<file path="src/rtl/alu_resp_pkg.sv">
`default_nettype none
// ============================================================================
// Module      : alu_resp_pkg
// Description : Shared types and defaults for the alu_responder block:
//               FSM state enum, op_sel encodings and default widths.
// Revision    : 1.0 - initial release
// ============================================================================
package alu_resp_pkg;

    localparam int DEF_ROM_AW = 9;
    localparam int DEF_DW     = 8;

    typedef enum logic [1:0] {
        OP_ADD = 2'b00,
        OP_SUB = 2'b01,
        OP_MUL = 2'b10,
        OP_DIV = 2'b11
    } op_t;

    typedef enum logic [2:0] {
        S_IDLE  = 3'd0,
        S_RD_A  = 3'd1,
        S_CAP_A = 3'd2,
        S_RD_B  = 3'd3,
        S_CAP_B = 3'd4,
        S_EXEC  = 3'd5,
        S_RESTO = 3'd6,
        S_WR_C  = 3'd7
    } state_t;

endpackage
`default_nettype wire

</file>
<file path="src/rtl/alu_responder_if.sv">
`default_nettype none
// ============================================================================
// Module      : alu_responder_if
// Description : Controller <-> responder handshake: request levels, opcode,
//               ROM word address and the one-cycle done pulses.
// Revision    : 1.0 - initial release
// ============================================================================
interface alu_responder_if #(
    parameter int ROM_AW = 9
);
    logic              en_a;
    logic              en_b;
    logic              en_resto;
    logic              en_c;
    logic [1:0]        op_sel;
    logic [ROM_AW-1:0] endereco;
    logic              fim_a;
    logic              fim_b;
    logic              fim_resto;
    logic              fim_c;

    // Controller side
    modport master (
        output en_a, en_b, en_resto, en_c, op_sel, endereco,
        input  fim_a, fim_b, fim_resto, fim_c
    );

    // Datapath responder side
    modport slave (
        input  en_a, en_b, en_resto, en_c, op_sel, endereco,
        output fim_a, fim_b, fim_resto, fim_c
    );
endinterface
`default_nettype wire

</file>
<file path="src/rtl/alu_responder_iter_muldiv.sv">
`default_nettype none
// ============================================================================
// Module      : iter_muldiv
// Description : Single-cycle add/sub and iterative multiply (repeated add)
//               / divide (repeated subtract). done is asserted during the
//               final busy cycle; acc/rem hold their final values after it.
// Revision    : 1.0 - initial release
// ============================================================================
module iter_muldiv
    import alu_resp_pkg::*;
#(
    parameter int DW = DEF_DW
) (
    input  wire logic          clk,
    input  wire logic          rst_n,
    input  wire logic          start,
    input  wire op_t           op,
    input  wire logic [DW-1:0] a,
    input  wire logic [DW-1:0] b,
    output logic               busy,
    output logic               done,
    output logic [2*DW-1:0]    acc,
    output logic [DW-1:0]      rem
);

    localparam logic [2*DW-1:0] C_ACC_ONE = {{(2*DW-1){1'b0}}, 1'b1};
    localparam logic [DW-1:0]   C_CNT_ONE = {{(DW-1){1'b0}}, 1'b1};

    op_t            op_r;
    logic [DW-1:0]  a_r;
    logic [DW-1:0]  b_r;
    logic [DW-1:0]  cnt_r;
    logic [2*DW-1:0] a_ext;
    logic [2*DW-1:0] b_ext;

    assign a_ext = {{DW{1'b0}}, a_r};
    assign b_ext = {{DW{1'b0}}, b_r};

    // Final-cycle detection: mul ends on the last add (or at once for B=0),
    // div ends on the first cycle where no further subtraction fits.
    always_comb begin
        done = 1'b0;
        if (busy) begin
            case (op_r)
                OP_ADD:  done = 1'b1;
                OP_SUB:  done = 1'b1;
                OP_MUL:  done = (cnt_r <= C_CNT_ONE);
                OP_DIV:  done = (b_r == '0) || (rem < b_r);
                default: done = 1'b1;
            endcase
        end
    end

    // Operand capture on start, then one arithmetic step per busy cycle.
    always_ff @(posedge clk or negedge rst_n) begin
        if (!rst_n) begin
            busy  <= 1'b0;
            op_r  <= OP_ADD;
            a_r   <= '0;
            b_r   <= '0;
            cnt_r <= '0;
            acc   <= '0;
            rem   <= '0;
        end else if (start) begin
            busy  <= 1'b1;
            op_r  <= op;
            a_r   <= a;
            b_r   <= b;
            cnt_r <= b;
            acc   <= '0;
            rem   <= (op == OP_DIV) ? a : '0;
        end else if (busy) begin
            case (op_r)
                OP_ADD: acc <= a_ext + b_ext;
                OP_SUB: acc <= a_ext - b_ext;
                OP_MUL: begin
                    if (cnt_r != '0) begin
                        acc   <= acc + a_ext;
                        cnt_r <= cnt_r - C_CNT_ONE;
                    end
                end
                OP_DIV: begin
                    if (!done) begin
                        rem <= rem - b_r;
                        acc <= acc + C_ACC_ONE;
                    end
                end
                default: ;
            endcase
            if (done) begin
                busy <= 1'b0;
            end
        end
    end

endmodule
`default_nettype wire

</file>
<file path="src/rtl/alu_responder.sv">
`default_nettype none
// ============================================================================
// Module      : alu_responder
// Description : Request FSM, arming logic, ROM interface and output
//               registers servicing the controller's A/B/RESTO/C enables.
//               Optional macro ALU_RESP_ERR_EN adds the div_err flag.
// Revision    : 1.0 - initial release
// ============================================================================
module alu_responder
    import alu_resp_pkg::*;
#(
    parameter int ROM_AW = DEF_ROM_AW,
    parameter int DW     = DEF_DW
) (
    input  wire logic        clk,
    input  wire logic        rst_n,
    alu_responder_if.slave   bus,
    output logic [ROM_AW-1:0] rom_addr,
    input  wire logic [DW-1:0] rom_data,
    output logic [DW-1:0]    a_q,
    output logic [DW-1:0]    b_q,
    output logic [2*DW-1:0]  quociente,
    output logic [DW-1:0]    resto_q,
`ifdef ALU_RESP_ERR_EN
    output logic             div_err,
`endif
    output logic [2*DW-1:0]  c_q
);

    state_t          state;
    op_t             op_q;
    logic            armed_a, armed_b, armed_resto, armed_c;
    logic            req_a, req_b, req_resto, req_c;
    logic            md_start, md_busy, md_done;
    logic [2*DW-1:0] md_acc;
    logic [DW-1:0]   md_rem;

    assign req_a     = bus.en_a     && armed_a;
    assign req_b     = bus.en_b     && armed_b;
    assign req_resto = bus.en_resto && armed_resto;
    assign req_c     = bus.en_c     && armed_c;

    assign md_start  = (state == S_CAP_B) && !md_busy;
    assign quociente = md_acc;

    iter_muldiv #(.DW(DW)) u_muldiv (
        .clk   (clk),
        .rst_n (rst_n),
        .start (md_start),
        .op    (op_q),
        .a     (a_q),
        .b     (rom_data),
        .busy  (md_busy),
        .done  (md_done),
        .acc   (md_acc),
        .rem   (md_rem)
    );

    // Request FSM with arming, ROM addressing, output latches and done pulses.
    always_ff @(posedge clk or negedge rst_n) begin
        if (!rst_n) begin
            state         <= S_IDLE;
            op_q          <= OP_ADD;
            armed_a       <= 1'b1;
            armed_b       <= 1'b1;
            armed_resto   <= 1'b1;
            armed_c       <= 1'b1;
            rom_addr      <= '0;
            a_q           <= '0;
            b_q           <= '0;
            resto_q       <= '0;
            c_q           <= '0;
            bus.fim_a     <= 1'b0;
            bus.fim_b     <= 1'b0;
            bus.fim_resto <= 1'b0;
            bus.fim_c     <= 1'b0;
`ifdef ALU_RESP_ERR_EN
            div_err       <= 1'b0;
`endif
        end else begin
            bus.fim_a     <= 1'b0;
            bus.fim_b     <= 1'b0;
            bus.fim_resto <= 1'b0;
            bus.fim_c     <= 1'b0;

            // A low enable re-arms its request; acceptance below disarms it.
            if (!bus.en_a)     armed_a     <= 1'b1;
            if (!bus.en_b)     armed_b     <= 1'b1;
            if (!bus.en_resto) armed_resto <= 1'b1;
            if (!bus.en_c)     armed_c     <= 1'b1;

            case (state)
                S_IDLE: begin
                    if (req_a) begin
                        armed_a  <= 1'b0;
                        rom_addr <= bus.endereco;
                        state    <= S_RD_A;
                    end else if (req_b) begin
                        armed_b  <= 1'b0;
                        rom_addr <= bus.endereco;
                        op_q     <= op_t'(bus.op_sel);
`ifdef ALU_RESP_ERR_EN
                        div_err  <= 1'b0;
`endif
                        state    <= S_RD_B;
                    end else if (req_resto) begin
                        armed_resto <= 1'b0;
                        state       <= S_RESTO;
                    end else if (req_c) begin
                        armed_c <= 1'b0;
                        state   <= S_WR_C;
                    end
                end
                S_RD_A:  state <= S_CAP_A;
                S_CAP_A: begin
                    a_q       <= rom_data;
                    bus.fim_a <= 1'b1;
                    state     <= S_IDLE;
                end
                S_RD_B:  state <= S_CAP_B;
                S_CAP_B: begin
                    b_q   <= rom_data;
                    state <= S_EXEC;
                end
                S_EXEC: begin
                    if (md_done) begin
                        bus.fim_b <= 1'b1;
                        state     <= S_IDLE;
`ifdef ALU_RESP_ERR_EN
                        if (op_q == OP_DIV && b_q == '0) begin
                            div_err <= 1'b1;
                        end
`endif
                    end
                end
                S_RESTO: begin
                    resto_q       <= md_rem;
                    bus.fim_resto <= 1'b1;
                    state         <= S_IDLE;
                end
                S_WR_C: begin
                    c_q       <= md_acc;
                    bus.fim_c <= 1'b1;
                    state     <= S_IDLE;
                end
                default: state <= S_IDLE;
            endcase
        end
    end

endmodule
`default_nettype wire

</file>
<file path="src/flat_wrapper.sv">
// flat-port wrapper written by rule: the top's interface ports become plain ports
module alu_responder_flat import alu_resp_pkg::*;
#(
    parameter int ROM_AW = DEF_ROM_AW,
    parameter int DW     = DEF_DW
)
  (clk, rst_n, rom_addr, rom_data, a_q, b_q, quociente, resto_q, c_q, bus_en_a, bus_en_b, bus_en_resto, bus_en_c, bus_op_sel, bus_endereco, bus_fim_a, bus_fim_b, bus_fim_resto, bus_fim_c);
  alu_responder_if #(.ROM_AW(ROM_AW)) bus_i ();
  input  wire logic clk;
  input  wire logic rst_n;
  output logic [ROM_AW-1:0] rom_addr;
  input  wire logic [DW-1:0] rom_data;
  output logic [DW-1:0] a_q;
  output logic [DW-1:0] b_q;
  output logic [2*DW-1:0] quociente;
  output logic [DW-1:0] resto_q;
  output logic [2*DW-1:0] c_q;
  input wire logic [$bits(bus_i.en_a)-1:0] bus_en_a;
  input wire logic [$bits(bus_i.en_b)-1:0] bus_en_b;
  input wire logic [$bits(bus_i.en_resto)-1:0] bus_en_resto;
  input wire logic [$bits(bus_i.en_c)-1:0] bus_en_c;
  input wire logic [$bits(bus_i.op_sel)-1:0] bus_op_sel;
  input wire logic [$bits(bus_i.endereco)-1:0] bus_endereco;
  output wire logic [$bits(bus_i.fim_a)-1:0] bus_fim_a;
  output wire logic [$bits(bus_i.fim_b)-1:0] bus_fim_b;
  output wire logic [$bits(bus_i.fim_resto)-1:0] bus_fim_resto;
  output wire logic [$bits(bus_i.fim_c)-1:0] bus_fim_c;
  assign bus_i.en_a = bus_en_a;
  assign bus_i.en_b = bus_en_b;
  assign bus_i.en_resto = bus_en_resto;
  assign bus_i.en_c = bus_en_c;
  assign bus_i.op_sel = bus_op_sel;
  assign bus_i.endereco = bus_endereco;
  assign bus_fim_a = bus_i.fim_a;
  assign bus_fim_b = bus_i.fim_b;
  assign bus_fim_resto = bus_i.fim_resto;
  assign bus_fim_c = bus_i.fim_c;
  alu_responder #(.ROM_AW(ROM_AW), .DW(DW)) u_core (.clk(clk), .rst_n(rst_n), .bus(bus_i), .rom_addr(rom_addr), .rom_data(rom_data), .a_q(a_q), .b_q(b_q), .quociente(quociente), .resto_q(resto_q), .c_q(c_q));
endmodule
</file>
<file path="config.mk">
export PLATFORM = sky130hd
export DESIGN_NAME = alu_responder_flat
export DESIGN_NICKNAME = d
export VERILOG_FILES = /design/src/rtl/alu_resp_pkg.sv /design/src/rtl/alu_responder_if.sv /design/src/rtl/alu_responder_iter_muldiv.sv /design/src/rtl/alu_responder.sv /design/src/flat_wrapper.sv
export SDC_FILE = /design/constraint.sdc
export NUM_CORES = 1
export LEC_CHECK = 0
export ABC_AREA = 1
export BUFFER_PORTS_ARGS = -buffer_cell sky130_fd_sc_hd__buf_2
export CAP_MARGIN = 30
export CORE_UTILIZATION = 52
export CTS_BUF_LIST = sky130_fd_sc_hd__clkbuf_2
export DETAILED_ROUTE_END_ITERATION = 12
export HOLD_SLACK_MARGIN = 0.05
export PLACE_DENSITY_LB_ADDON = 0.05
export SYNTH_ARGS = -nofsm -noshare
export SYNTH_HDL_FRONTEND = slang
export SYNTH_SLANG_ARGS = --single-unit
</file>
<file path="constraint.sdc">
create_clock -name clk -period 2.6 [get_ports clk]
set_clock_uncertainty 0.15 [all_clocks]
set_input_delay 0.26 -clock clk [delete_from_list [all_inputs] [get_ports clk]]
set_output_delay 0.26 -clock clk [all_outputs]
set_load 0.01 [all_outputs]
</file>
Word level (Yosys, flattened, before mapping)

Cells that the tools add are included.

Add/sub/neg operators: 6
Magnitude comparators: 2
Equality and inequality tests: 16
Multiplexer cells: 50
Bitwise gates (word level): 1
Reduce and logical (&&, ||, !) cells: 24

Operators by type and width:

| cell                                                           | count |
|---|---|
| two-way mux 8 bit                                              | 9 |
| two-way mux 16 bit                                             | 4 |
| case mux 16 bit (4 select lines)                               | 1 |
| two-way mux 1 bit                                              | 27 |
| two-way mux 9 bit                                              | 2 |
| case mux 3 bit (6 select lines)                                | 1 |
| adder 16 x 1 -> 16 bit, second input constant                  | 1 |
| adder 16 x 8 -> 16 bit                                         | 1 |
| two-way mux 3 bit                                              | 5 |
| == test 3 bit, second input constant                           | 4 |
| AND reduction 3 bit                                            | 4 |
| nonzero test 2 bit                                             | 5 |
| adder 8 x 8 -> 9 bit                                           | 1 |
| subtractor 8 x 8 -> 9 bit                                      | 1 |
| less-or-equal comparator 8 x 1 -> 1 bit, second input constant | 1 |
| zero test 8 bit                                                | 1 |
| less-than comparator 8 bit                                     | 1 |
| nonzero test 8 bit                                             | 1 |
| subtractor 8 x 1 -> 8 bit, second input constant               | 1 |
| subtractor 8 bit                                               | 1 |
| == test 2 bit, second input constant                           | 3 |
| == test 3 x 2 -> 1 bit, second input constant                  | 2 |
| inequality test 3 x 2 -> 1 bit, second input constant          | 2 |
| logical AND 1 bit                                              | 5 |
| other kinds (13)                                               | 15 |

Bits in registers: 113
Bits of input ports: 25
Word-level logic and storage cells: 121

Logic depth before layout (Yosys ltp)

Depth after elaboration: 8
Mapped depth: 16
Depth with buffers taken out: 15

By module

From an unflattened synthesis, not the netlist that was laid out.

Cells, all modules: 921
Area total of the unflattened synthesis: 6785.3 um^2

By module, submodules not included:

| module        | times used | cells an instance | area an instance (um^2) | seq. area each (um^2) |
|---|---|---|---|---|
| iter_muldiv   | 1          | 650               | 4309.1                  | 1276.2 |
| alu_responder | 1          | 271               | 2476.1                  | 1556.5 |

Worst setup path before layout

No wires, ideal clock.

Path type: reg2reg
From: register u_core.u_muldiv.op_r[1]
To: register u_core.u_muldiv.acc[12]
Arrival: 2051 ps
Required time: 2333 ps
Path slack: 282 ps
Cell stages (with the launch flop): 15
Path buffers: 1
Clock period less this slack: 2318 ps
Cell sequence: dfrtp_1 buf_4 nand2_1 inv_1 nor2_1 inv_1 fa_1 o21ai_1 nand3_1 nand2_1 nand3_1 nand2_1 o21ai_0 nand2_1 nand2_1

Cells in the longest elaborated chain, start to end: 6
Elaborated cells between the ends (all ways): 13
Those cells by class: eq/ne: 5; mux: 5; reduce/logical: 3

RTL lines:

| element                                                   | RTL line                                                         | source |
|---|---|---|
| start: declaration                                        | alu_responder_iter_muldiv.sv:29                                  | `op_t op_r;` |
| start signal: assignment                                  | alu_responder_iter_muldiv.sv:66                                  | `op_r <= op;` |
| == test 2 x 1 -> 1 bit or zero test 2 bit (tied branches) | alu_responder_iter_muldiv.sv:44, alu_responder_iter_muldiv.sv:73 |  |
| OR reduction 2 bit (no source line)                       | n/a                                                              |  |
| case mux 1 bit (3 select lines)                           | alu_responder_iter_muldiv.sv:44                                  | `case (op_r)` |
| two-way mux 1 bit                                         | alu_responder_iter_muldiv.sv:43                                  | `if (busy) begin` |
| inequality test 3 x 2 -> 1 bit (no source line)           | n/a                                                              |  |
| AND reduction 3 bit (no source line)                      | n/a                                                              |  |
| end signal: assignment                                    | alu_responder_iter_muldiv.sv:74                                  | `OP_ADD: acc <= a_ext + b_ext;` |
| end signal: assignment                                    | alu_responder_iter_muldiv.sv:75                                  | `OP_SUB: acc <= a_ext - b_ext;` |
| end signal: assignment                                    | alu_responder_iter_muldiv.sv:78                                  | `acc <= acc + a_ext;` |
| end: declaration                                          | alu_responder_iter_muldiv.sv:22                                  | `output logic [2*DW-1:0] acc,` |

Several ways; a longest one is shown, not always the timed one. The select of a mux whose other input is x is not followed.
A chain may end at the register's enable or synchronous reset.

Final worst setup path

From: register u_core.u_muldiv.b_r[0]
To: register u_core.u_muldiv.rem[6]

Cells in the longest elaborated chain, start to end: 6
Elaborated cells between the ends (all ways): 12
Those cells by class: add/sub: 1; order compare: 1; eq/ne: 1; mux: 6; reduce/logical: 3

RTL lines:

| element                                                       | RTL line                        | source |
|---|---|---|
| start: declaration                                            | alu_responder_iter_muldiv.sv:31 | `logic [DW-1:0] b_r;` |
| start signal: assignment                                      | alu_responder_iter_muldiv.sv:60 | `b_r <= '0;` |
| start signal: assignment                                      | alu_responder_iter_muldiv.sv:68 | `b_r <= b;` |
| less-than comparator 8 bit or zero test 8 bit (tied branches) | alu_responder_iter_muldiv.sv:48 | `OP_DIV: done = (b_r == '0) \|\| (rem < b_r);` |
| logical OR 1 bit                                              | alu_responder_iter_muldiv.sv:48 |  |
| case mux 1 bit (3 select lines)                               | alu_responder_iter_muldiv.sv:44 |  |
| two-way mux 1 bit                                             | alu_responder_iter_muldiv.sv:43 |  |
| inequality test 2 x 1 -> 1 bit (no source line)               | n/a                             |  |
| AND reduction 3 bit (no source line)                          | n/a                             |  |
| end signal: assignment                                        | alu_responder_iter_muldiv.sv:71 | `rem <= (op == OP_DIV) ? a : '0;` |
| end signal: assignment                                        | alu_responder_iter_muldiv.sv:84 | `rem <= rem - b_r;` |
| end: declaration                                              | alu_responder_iter_muldiv.sv:23 | `output logic [DW-1:0] rem` |

Several ways; a longest one is shown, not always the timed one. The select of a mux whose other input is x is not followed.

==> run metrics <==
run status finished clean; CORE AREA 0.01257 sq mm; max_slew headroom 60.23%; CTS Buffer Depth 2; Final setup viols 0; Most Frequent Cell on Critical Path nand2_2; full die area 0.01331 sq mm; sw power 0.005345 W; die width 115.4 um; Final Hold Fails 0; vias 6203; dpl hpwl 13060 um; die height 115.4 um; Total Wirelength 17500 um; Final period util 93.79%; post-synthesis average cell area 7.499 sq um; Tmin final 2.439 ns; layout cells sized above 1 17.58%; commonest non-fill, non-tap cell in the layout nand2_1; Pre-antenna DRT Iters 7; Layout area overhead 18.22%; GRT overflow 0; syn nets 954; CP arrival 2.91 ns; clock share of power 11.0%; critical-path cell list ha_1, fa_1, inv_1, nand3_2, nand2_2, nand2_2, nand2_2, nand2_2, a21oi_2, nand2_2, inv_1, nand2_1, nand2_1; Ports 94; Post-Synthesis Cell Area 0.006681 sq mm; Worst setup EP type flop; first-pass GRT wire length 28630 um; RSZ-0062 raised after global routing true; worst min path class input pin to flop; setup TNS 0 ns; Yosys cell types 48; Nets 1091; cell internal pwr 0.005299 W; H-tree depth 4; CTS sink count 113; CP max stage cell dfrtp_1; drt drc 0; Area contributors post-synth dfrtp_1, nand2_1, ha_1, inv_1, nand3_1; initial antenna violation count 0; CP required 3.07 ns; GRT Overall Usage 28.27%; PD cells 1348 mW/mm^2; Fmax 410.1 MHz; max incr delay on CP 0.48 ns; largest net degree at the start of global routing 68; Yosys reg bits 113; Clock Tree Root clkbuf_2; Cell Area, Placed 0.007340 sq mm; GPL Wtd Cong 0.9207; CP Class flop to flop; Vias/cell 5.114; Reg power frac 30.1%; family with the most delay on the worst path simple AND/OR/NAND/NOR gates; ys async rst share 100.0%; number of global-route vias before repair 5775; # Post-CTS Setup Buffers 0; average wire per standard cell 14.42 um; Max IR drop VDD 0.5689 mV; CTS tree done; switching share of power 50.22%; share of the yosys chip area belonging to registers 42.40%; top_reg_cell synth dfrtp_1; row cnt 41; First DRT Iteration DRCs 443; Worst-Skew Late Latency 0.68 ns; pins over their slew limit 0; antenna cells 0; Worst Tran Pin Value 0.5946 ns; Syn. warnings 0; CP Max Fanout 12; final instance area 0.007899 sq mm; number of CTS-inserted buffers 17; Yosys top cell area share 40.82%; Leak 4.360 nW; Starting Density 53.16%; commonest cells after routing, fill and taps aside nand2_1, dfrtp_1, inv_1, buf_2, nand3_1; PortBufs 93; Clock Pin Slew Worst Setup and Hold Paths 0.20 ns; post-synthesis instance total 891; Logic pwr share 58.9%; Final ANT Viol Nets 0; startpoint class of the critical path flop; biggest area consumer among synthesized cells dfrtp_1; WP buf/inv 2; Max Cap Viol 0; number of synthesized flops with an enable pin 0
sequential cells by signal, summed over array words and instances (netlist names), 3 cells and up:
name,count
u_core.u_muldiv.acc,16
u_core.u_muldiv.rem,8
u_core.state,3
u_core.a_q,8
u_core.u_muldiv.cnt_r,8
u_core.resto_q,8
u_core.c_q,16
u_core.rom_addr,9
u_core.u_muldiv.b_r,8
u_core.b_q,8
u_core.u_muldiv.a_r,8
cell usage after synthesis, types with 5 or more instances:
cell type and number:
a21oi_1 24, a21oi_2 5, buf_2 9, dfrtp_1 109
ha_1 34, inv_1 104, inv_2 9, nand2_1 329
nand2_2 6, nand3_1 54, nand4_1 12, nor2_1 52
nor2_2 8, o211ai_1 9, o21ai_0 47, o21ai_1 13
power groups by stage:
stage	Sequential [W]	Clock [W]	Combinational [W]
2_1_floorplan	0.00331	0	0.00431
3_3_place_gp	0.00322	0	0.00613
3_5_place_dp	0.00322	0	0.00619
4_1_cts	0.00319	0.00120	0.00626
5_1_grt	0.00331	0.00127	0.00719
6_report	0.00320	0.00117	0.00627
worst paths after layout:
check                                              startpoint                                 end  slack, ns  depth (start not counted)
hold / removal                                       bus_en_a            u_core.armed_a$_DFF_PN1_       0.13                          3
max in group asynchronous                               rst_n  u_core.u_muldiv.acc[8]$_DFFE_PN0P_       0.83                          4
setup / recovery           u_core.u_muldiv.b_r[0]$_DFFE_PN0P_  u_core.u_muldiv.rem[6]$_DFFE_PN0P_       0.16                         13
hold reg to reg                     u_core.b_q[1]$_DFFE_PN0P_           u_core.b_q[1]$_DFFE_PN0P_       0.34                          2
min in group asynchronous                               rst_n  u_core.u_muldiv.b_r[6]$_DFFE_PN0P_       0.49                          4
setup reg to reg           u_core.u_muldiv.b_r[0]$_DFFE_PN0P_  u_core.u_muldiv.rem[6]$_DFFE_PN0P_       0.16                         13
worst min-delay path, cell delays in order:
cell and delay, ns:
dlygate4sd3_1 0.51, buf_2 0.10, o21ai_0 0.10
cell families (layout without fill, tap and decap cells):
| kind of cell | Yosys count | in the layout | synth area share, % |
|---|---|---|---|
| AOI/OAI and AO/OA | 117 | 117 | 10.21 |
| xor gates and xnor gates | 8 | 8 | 1.049 |
| adders and majority gates | 38 | 38 | 7.566 |
| buffers and inverters | 132 | 282 | 8.108 |
| DFF | 113 | 113 | 42.40 |
| and+or+nand+nor | 483 | 483 | 30.67 |
layout make-up:
type	instances	area, sq um
repair buffers	134	868.3
well taps	172	215.2
flip-flops and latches	113	2834
inverters	116	436.7
fillers	1184	4669
clock buffers	19	95.09
multi-input cells	646	3312
clock inverters	13	137.6
routing by layer:
metal	share of wire [%]	GRT usage [%]
met2	45	42.87
met1	48	40.54
met5	0	0
met3	5.4	5.693
met4	2.3	9.177
through the flow:
step                hold WS [ns]  total power (W)  worst slack, ns  utilization [%]  std cells
global route             0.08125          0.01176         -0.03138            62.85       1213
global placement        -0.01178         0.009348           0.2079            58.40       1149
CTS                      0.06691          0.01065          0.07394            62.80       1213
detailed placement      -0.01132         0.009416           0.1055            58.40       1149
floorplan                -0.1856         0.007621           0.2821                -        891
finish                    0.1317          0.01064           0.1614            62.85       1213
repair_timing:
action / 4_1_cts / 5_1_grt
hold buffers: 32 / 0
hold endpoints to repair: 163 / 0
gates resized for setup: 0 / 3
setup endpoints to repair: 0 / 11
Power figures use the tool's default switching activity.
